`config.mk`:
```
export PLATFORM = sky130hd
export DESIGN_NAME = serial_add
export DESIGN_NICKNAME = d
export VERILOG_FILES = /design/src/rtl/serial_add_pkg.sv /design/src/rtl/serial_add_carryAhead1b.sv /design/src/rtl/serial_add.sv
export SDC_FILE = /design/constraint.sdc
export NUM_CORES = 1
export LEC_CHECK = 0
export BUFFER_PORTS_ARGS = -buffer_cell sky130_fd_sc_hd__buf_4
export CAP_MARGIN = 40
export CORE_MARGIN = 2
export CORE_UTILIZATION = 45
export CTS_BUF_LIST = sky130_fd_sc_hd__clkbuf_8
export CTS_CLUSTER_SIZE = 25
export DETAILED_ROUTE_END_ITERATION = 16
export GPL_TIMING_DRIVEN = 1
export HOLD_SLACK_MARGIN = 0.06
export PLACE_DENSITY = 0.69
export SLEW_MARGIN = 20
export SYNTH_ARGS = -nofsm -noshare
export SYNTH_HDL_FRONTEND = slang
export SYNTH_SLANG_ARGS = --single-unit
```
`constraint.sdc`:
```
create_clock -name clk -period 2.11 [get_ports clk]
set_clock_uncertainty 0.15 [all_clocks]
set_input_delay 0.3165 -clock clk [delete_from_list [all_inputs] [get_ports clk]]
set_output_delay 0.3165 -clock clk [all_outputs]
set_load 0.02 [all_outputs]
```
`src/rtl/serial_add_pkg.sv`:
```
// serial_add_pkg: shared definitions for the digit-serial adder.
//   - state_e   : FSM state encoding (IDLE, RUN, DONE)
//   - DEF_WIDTH : default operand/result width
//   - DEF_DIGIT : default number of bits added per cycle
package serial_add_pkg;

  typedef enum logic [1:0] {
    IDLE = 2'd0,
    RUN  = 2'd1,
    DONE = 2'd2
  } state_e;

  localparam int DEF_WIDTH = 32;
  localparam int DEF_DIGIT = 1;

endpackage

```
`src/rtl/serial_add_carryAhead1b.sv`:
```
// carryAhead1b: 1-bit full adder in generate/propagate form.
//   A, B  : addend bits
//   C     : carry in
//   S     : sum bit
//   Cout  : carry out
module carryAhead1b (
  input  logic A,
  input  logic B,
  input  logic C,
  output logic S,
  output logic Cout
);

  logic g_s;
  logic p_s;

  assign g_s  = A & B;
  assign p_s  = A ^ B;
  assign S    = p_s ^ C;
  assign Cout = g_s | (p_s & C);

endmodule

```
`src/rtl/serial_add.sv`:
```
// serial_add: digit-serial two's-complement adder, DIGIT bits per cycle over
// WIDTH/DIGIT cycles, valid/ready handshake on operand and result sides.
//   clk, rst_n          : clock, synchronous active-low reset
//   in_valid/in_ready   : operand handshake (ready only in IDLE)
//   A, B, Cin           : augend, addend, carry-in
//   out_valid/out_ready : result handshake (valid only in DONE)
//   result, Cout        : A + B + Cin mod 2^WIDTH and carry out of MSB
//   overflow            : signed overflow (carry into MSB xor carry out)
module serial_add
  import serial_add_pkg::*;
#(
  parameter int WIDTH = DEF_WIDTH,
  parameter int DIGIT = DEF_DIGIT
) (
  input  logic             clk,
  input  logic             rst_n,
  input  logic             in_valid,
  output logic             in_ready,
  input  logic [WIDTH-1:0] A,
  input  logic [WIDTH-1:0] B,
  input  logic             Cin,
  output logic             out_valid,
  input  logic             out_ready,
  output logic [WIDTH-1:0] result,
  output logic             Cout,
  output logic             overflow
);

  localparam int N  = WIDTH / DIGIT;
  localparam int CW = (N > 1) ? $clog2(N) : 1;
  localparam logic [CW-1:0] CNT_LAST = CW'(N - 1);

  state_e           state_q, state_d;
  logic [CW-1:0]    cnt_q, cnt_d;
  logic [WIDTH-1:0] a_q, a_d;
  logic [WIDTH-1:0] b_q, b_d;
  logic [WIDTH-1:0] res_q, res_d;
  logic             carry_q, carry_d;
  logic             cout_q, cout_d;
  logic             ovf_q, ovf_d;

  // Carry chain: chain_c[i] is the carry into bit i of the current digit.
  logic [DIGIT:0]   chain_c;
  logic [DIGIT-1:0] sum_s;

  assign chain_c[0] = carry_q;

  for (genvar i = 0; i < DIGIT; i++) begin : g_chain
    carryAhead1b u_fa (
      .A    (a_q[i]),
      .B    (b_q[i]),
      .C    (chain_c[i]),
      .S    (sum_s[i]),
      .Cout (chain_c[i+1])
    );
  end

  // Next-state, datapath shift and output-latch logic.
  always_comb begin
    state_d = state_q;
    cnt_d   = cnt_q;
    a_d     = a_q;
    b_d     = b_q;
    res_d   = res_q;
    carry_d = carry_q;
    cout_d  = cout_q;
    ovf_d   = ovf_q;
    case (state_q)
      IDLE: begin
        if (in_valid) begin
          a_d     = A;
          b_d     = B;
          carry_d = Cin;
          cnt_d   = {CW{1'b0}};
          state_d = RUN;
        end else begin
          state_d = IDLE;
        end
      end
      RUN: begin
        a_d     = a_q >> DIGIT;
        b_d     = b_q >> DIGIT;
        // New sum digit enters at the MSB end so after N steps the first
        // digit has reached bit 0.
        res_d   = (res_q >> DIGIT) | (WIDTH'(sum_s) << (WIDTH - DIGIT));
        carry_d = chain_c[DIGIT];
        if (cnt_q == CNT_LAST) begin
          cout_d  = chain_c[DIGIT];
          ovf_d   = chain_c[DIGIT] ^ chain_c[DIGIT-1];
          state_d = DONE;
        end else begin
          cnt_d   = cnt_q + CW'(1);
          state_d = RUN;
        end
      end
      DONE: begin
        if (out_ready) begin
          state_d = IDLE;
        end else begin
          state_d = DONE;
        end
      end
      default: begin
        state_d = IDLE;
      end
    endcase
  end

  // State and datapath registers with synchronous active-low reset.
  always_ff @(posedge clk) begin
    if (!rst_n) begin
      state_q <= IDLE;
      cnt_q   <= {CW{1'b0}};
      a_q     <= {WIDTH{1'b0}};
      b_q     <= {WIDTH{1'b0}};
      res_q   <= {WIDTH{1'b0}};
      carry_q <= 1'b0;
      cout_q  <= 1'b0;
      ovf_q   <= 1'b0;
    end else begin
      state_q <= state_d;
      cnt_q   <= cnt_d;
      a_q     <= a_d;
      b_q     <= b_d;
      res_q   <= res_d;
      carry_q <= carry_d;
      cout_q  <= cout_d;
      ovf_q   <= ovf_d;
    end
  end

  assign in_ready  = (state_q == IDLE);
  assign out_valid = (state_q == DONE);
  assign result    = res_q;
  assign Cout      = cout_q;
  assign overflow  = ovf_q;

endmodule

```
# Yosys cells after proc, flatten, opt, wreduce, memory -nomap -nowiden
# Index checks and enable logic that the tools add are counted.
dict set report op_classes {
  reduce_logical 5
  addsub 1
  eq_ne 5
  mux 13
  bitwise 7
}
# cell n
set ops {}
lappend ops {{$pmux 32 s2} 2}
lappend ops {{$mux 32} 2}
lappend ops {{$or 31x32->32} 1}
lappend ops {{$mux 5} 2}
lappend ops {{$pmux 5 s2} 1}
lappend ops {{$pmux 2 s3} 1}
lappend ops {{$add 5x1->5 const B} 1}
lappend ops {{$eq 5x5->1 const B} 1}
lappend ops {{$mux 2} 2}
lappend ops {{$ne 2x2->1 const B} 2}
lappend ops {{$reduce_and 2->1} 2}
lappend ops {{$reduce_and 3->1} 1}
lappend ops {{$xor 1x1->1} 3}
lappend ops {{$and 1x1->1} 2}
lappend ops {{$eq 2x1->1 const B} 1}
lappend ops {{$eq 2x2->1 const B} 1}
lappend ops {{$logic_not 2->1} 1}
lappend ops {{$mux 1} 2}
lappend ops {{$pmux 1 s2} 1}
lappend ops {{$reduce_bool 2->1} 1}
lappend ops {{$or 1x1->1} 1}
dict set report totals {
  ff_bits 106
  in_bits 69
  output_inout_bits 36
  wordCells 39
}

# Depth between registers and ports, before layout
dict set report logic_depth {
  word_depth 4
  mapped_depth 6
  mapped_depth_nobuf 6
}

# Cells and area by module
# Synthesis repeated with hierarchy kept, for this count alone.
dict set report unflattened {
  hier_cells 557
  hier_area_um2 4554.4
}
# module seq_area_each_um2 area_each_um2 n_inst cells_per_inst
set modules_own_cells {}
lappend modules_own_cells {serial_add 2122.0 4534.3 1 556}
lappend modules_own_cells {carryAhead1b 0.0 20.0 1 1}

# Worst setup path before layout
# No wires, ideal clock.
dict set report synth_path {
  kind {register to register}
  start {reg cnt_q[0]}
  end {reg cnt_q[3]}
  n_path_buf 0
  required_time_ns 1.888
  period_less_slack_ns 1.747
  slack_ns 0.363
  stages_incl_launch_ff 7
  arrival_ns 1.525
  setup_time_ns 0.072
  cell_sequence {dfxtp_1 > ha_1 > and3_1 > ha_1 > nand2b_1 > a211oi_2 > mux2i_1}
}
dict set report synth_between {
  elab_chain_len 3
  word_cells_on_any_way 6
  cone_classes {add/sub: 1; eq/ne: 2; mux: 2; reduce/logical: 1}
}
# element line_no
set synth_lines {}
lappend synth_lines {{start: declaration} serial_add.sv:34} ;# logic [CW-1:0] cnt_q, cnt_d;
lappend synth_lines {{start signal: assignment} serial_add.sv:113} ;# cnt_q <= {CW{1'b0}};
lappend synth_lines {{start signal: assignment} serial_add.sv:122} ;# cnt_q <= cnt_d;
lappend synth_lines {{$add 5x1->5 or $eq 5x5->1 (tied branches)} {serial_add.sv:92, serial_add.sv:87}}
lappend synth_lines {{$mux 5 or $ne 2x2->1 (tied branches)} --}
lappend synth_lines {{$pmux 5 s2 or $reduce_and 3->1 (tied branches)} --}
# Several ways; a longest one is shown, not always the timed one. The select of a mux whose other input is x is not followed.
# A chain may end at the register's enable or synchronous reset.

# Worst setup path in the final report
# Same ends and word-level chain as after synthesis.

==> flow_summary.yaml <==
place:
  finalWeightedCongestion: 0.7322
  io_buffers: 104
  place.detailed.hpwl_um: 7020
run_status:
  status: "complete, no violations"
global_routing:
  grt_pass1_wl_um: 18260
  grt_start_max_net_pins: 64
  antenna_found_initial: 0
  overflow: 0
  grt_pass1_vias: 4020
  grt_use_total_pct: 19.95
drt:
  post_drt_wl_per_cell_um: 14.31
  wl_um: 11020
  dr.pass1.iters: 5
  drt_first_iter_violations: 228
  vias: 4216
  drc: 0
  ant_nets: 0
  vias_per_cell: 5.475
critical_path:
  crit_fanout: 7
  cp_slowest_cell: "dfxtp_1"
  r2r_cells: 6
  cp-end-kind: "register"
  worstSetupPathType: "reg -> reg"
  arrival_ns: 2.10
  crit_chain: "ha_1, and3_1, ha_1, nand2b_1, a211oi_2, mux2i_1"
  cpLargestDelayFamily: "adder cells"
  cp_num_buf_inv: 0
  crit_start: "cnt_q[0]$_SDFFE_PN0P_"
  endpoint: "cnt_q[3]$_SDFFE_PN0P_"
  r2r_slack_ns: 0.17
  crit_path_frequent_cell: "ha_1"
  r2r-end: "cnt_q[3]$_SDFFE_PN0P_"
  cpPeakStageDelay_ns: 0.37
  cp.depth: 6
  reg2reg_from: "cnt_q[0]$_SDFFE_PN0P_"
  crit_required_ns: 2.26
  cp-start-kind: "register"
yosys:
  yosysTopAreaCellShare_pct: 46.72
  synthCells: 557
  ys_async_sr_fraction_pct: 0
  synthTopCellsByCount: "106 x dfxtp_1, 97 x a21oi_1, 67 x nand2_1"
  syn_nets: 629
  ys_warn_count: 0
  synth_area_leader_cell: "dfxtp_1"
  synth_cell_type_count: 37
  syn_area_um2: 4542
  synth_seq_area_share_pct: 46.72
  ys_seq_elements: 106
  postSynthAreaPerCell_um2: 8.154
  dominantRegCellSynth: "dfxtp_1"
  synth_edf_count: 0
  synth_most_common_cell: "dfxtp_1"
  ys_top_cells_by_area: "dfxtp_1 47%, o2bb2ai_1 11%, a21oi_1 11%"
clocking:
  clk_pin_slew_ns: 0.11
  htreeDepth: 3
  cts_setup_buffers: 0
  clock_latency_ns: 0.37
  cts_buffer_depth: 2
  cts_buffers: 9
  cts_sinks: 106
  ctsRootBufferMaster: "clkbuf_8"
  cts_tree: "yes"
timing:
  period_share_pct: 92.16
  worst_pin_slew_ns: 0.6624
  final.setup.tns_ns: 0
  setup_viol_count_final: 0
  timing.fmax_ghz: 0.5142
  finalMaxSlewViolations: 0
  holdWs_ns: 0.09969
  finalHoldViolCount: 0
  timing.slew.headroom_pct: 55.84
  rsz0062_at_grt: "no"
  finalCriticalPeriod_ns: 1.945
floorplan:
  io_pins: 105
  rows: 36
  fp.dieW_um: 104.5
  die_y_um: 104.5
  start_util_pct: 46.47
  die-area_um2: 10910
  coreArea_um2: 9774
layout:
  layout-drive-gt1-share_pct: 21.98
  post-route-util_pct: 57.23
  fill_cells: 909
  num-nets-final: 704
  syn_to_final_growth_pct: 23.17
  diodes: 0
job:
  max_cap_viol_count: 0
power_and_ir_drop:
  leakagePower_uw: 0.002178
  power_density_nw_per_um2: 758.1
  irDropWorstVdd_mv: 0.3470
  power_uw: 4241
min_path:
  min_from: "Cin"
  hp-class: "in -> reg"
[stage by stage]
step	std cells	setup slack, ns	area, um2
final	770	0.1654	5594
after global routing	770	0.02409	5594
after CTS	770	0.1284	5594
after detailed placement	752	0.1621	5340
after global placement	751	0.2318	5320
after floorplan	557	0.3629	4542
[placed cells by master (no fill, tap or decap), types with 2 or more instances in the layout]
| cell | Yosys | final |
|---|---|---|
| buf_4 | 6 | 114 |
| dfxtp_1 | 106 | 105 |
| a21oi_1 | 97 | 97 |
| nand2_1 | 67 | 67 |
| nor2_1 | 66 | 66 |
| o2bb2ai_1 | 59 | 59 |
| o21ai_0 | 43 | 43 |
| o21ai_1 | 20 | 20 |
| clkbuf_8 | 0 | 10 |
| nand3_1 | 7 | 7 |
| o22ai_1 | 4 | 4 |
| mux2i_1 | 3 | 3 |
| a31oi_1 | 3 | 3 |
| inv_2 | 1 | 2 |
| nand2b_1 | 2 | 2 |
| a211oi_1 | 2 | 2 |
| or3_1 | 2 | 2 |
| a22oi_1 | 2 | 2 |
| ha_1 | 2 | 2 |
| bufinv_16 | 0 | 2 |
| inv_6 | 0 | 2 |
| dlygate4sd3_1 | 0 | 2 |
| buf_12 | 0 | 2 |
[kinds of logic after synthesis]
kind of cell | Yosys count | synth area share, %
AO/OA/AOI/OAI | 234 | 31.46
AND/OR/NAND/NOR | 153 | 13.83
flip-flops | 106 | 46.72
buffers and inverters | 57 | 6.143
multiplexers | 3 | 0.6612
adder cells (fa/ha/maj) | 3 | 0.9917
XOR/XNOR | 1 | 0.1929
[layout make-up]
| cell class | count | area [um2] | area share, % |
|---|---|---|---|
| Clock buffer | 10 | 137.6 | 2.460 |
| Clock inverter | 6 | 96.34 | 1.722 |
| Inverter | 3 | 11.26 | 0.2013 |
| Multi-Input combinational cell | 394 | 2143 | 38.31 |
| Sequential cell | 106 | 2123 | 37.96 |
| Tap cell | 133 | 166.4 | 2.975 |
| Timing Repair Buffer | 118 | 915.9 | 16.37 |
[where the power goes]
group	internal [uW]	switching (uW)	leakage (uW)	total [uW]
clock network	718	726	0.000115	1440
registers	2130	67.0	0.000872	2200
logic	266	334	0.00119	600
[worst min path at each step]
stage | endpoint | slack (ns) | cells after the start
6_report | carry_q$_SDFFE_PN0P_ | 0.1 | 3
5_1_grt | carry_q$_SDFFE_PN0P_ | 0.13 | 3
4_1_cts | carry_q$_SDFFE_PN0P_ | 0.1 | 3
3_5_place_dp | result[0]$_SDFFE_PN0P_ | 0.30 | 2
3_3_place_gp | result[0]$_SDFFE_PN0P_ | 0.29 | 2
2_1_floorplan | cnt_q[3]$_SDFFE_PN0P_ | 0.30 | 2
[registers in the layout, summed over array words and instances, names as in the netlist]
name,flops
carry_q,1
result,32
b_q,32
overflow,1
Cout,1
a_q,32
cnt_q,5
state_q,2
[worst reg2reg max path, cell delays in order, from the launching register on]
cell and delay (ns):
dfxtp_1 0.37, ha_1 0.23, and3_1 0.19, ha_1 0.26, nand2b_1 0.23, a211oi_2 0.25
mux2i_1 0.20
[metal layers]
layer  vias up  share of wire, %  track usage, %
li1       2105                 -               -
met1      1986                44           24.80
met2       115                50           35.62
met3        10               4.5           3.008
met4         0               1.0           5.695
met5         -                 0               0
[timing repair]
item,CTS,global route
setup endpoints to repair,0,1
endpoints found under the hold margin,2,0
resized for setup,0,0
hold buffers,2,0
Power figures use the tool's default switching activity.
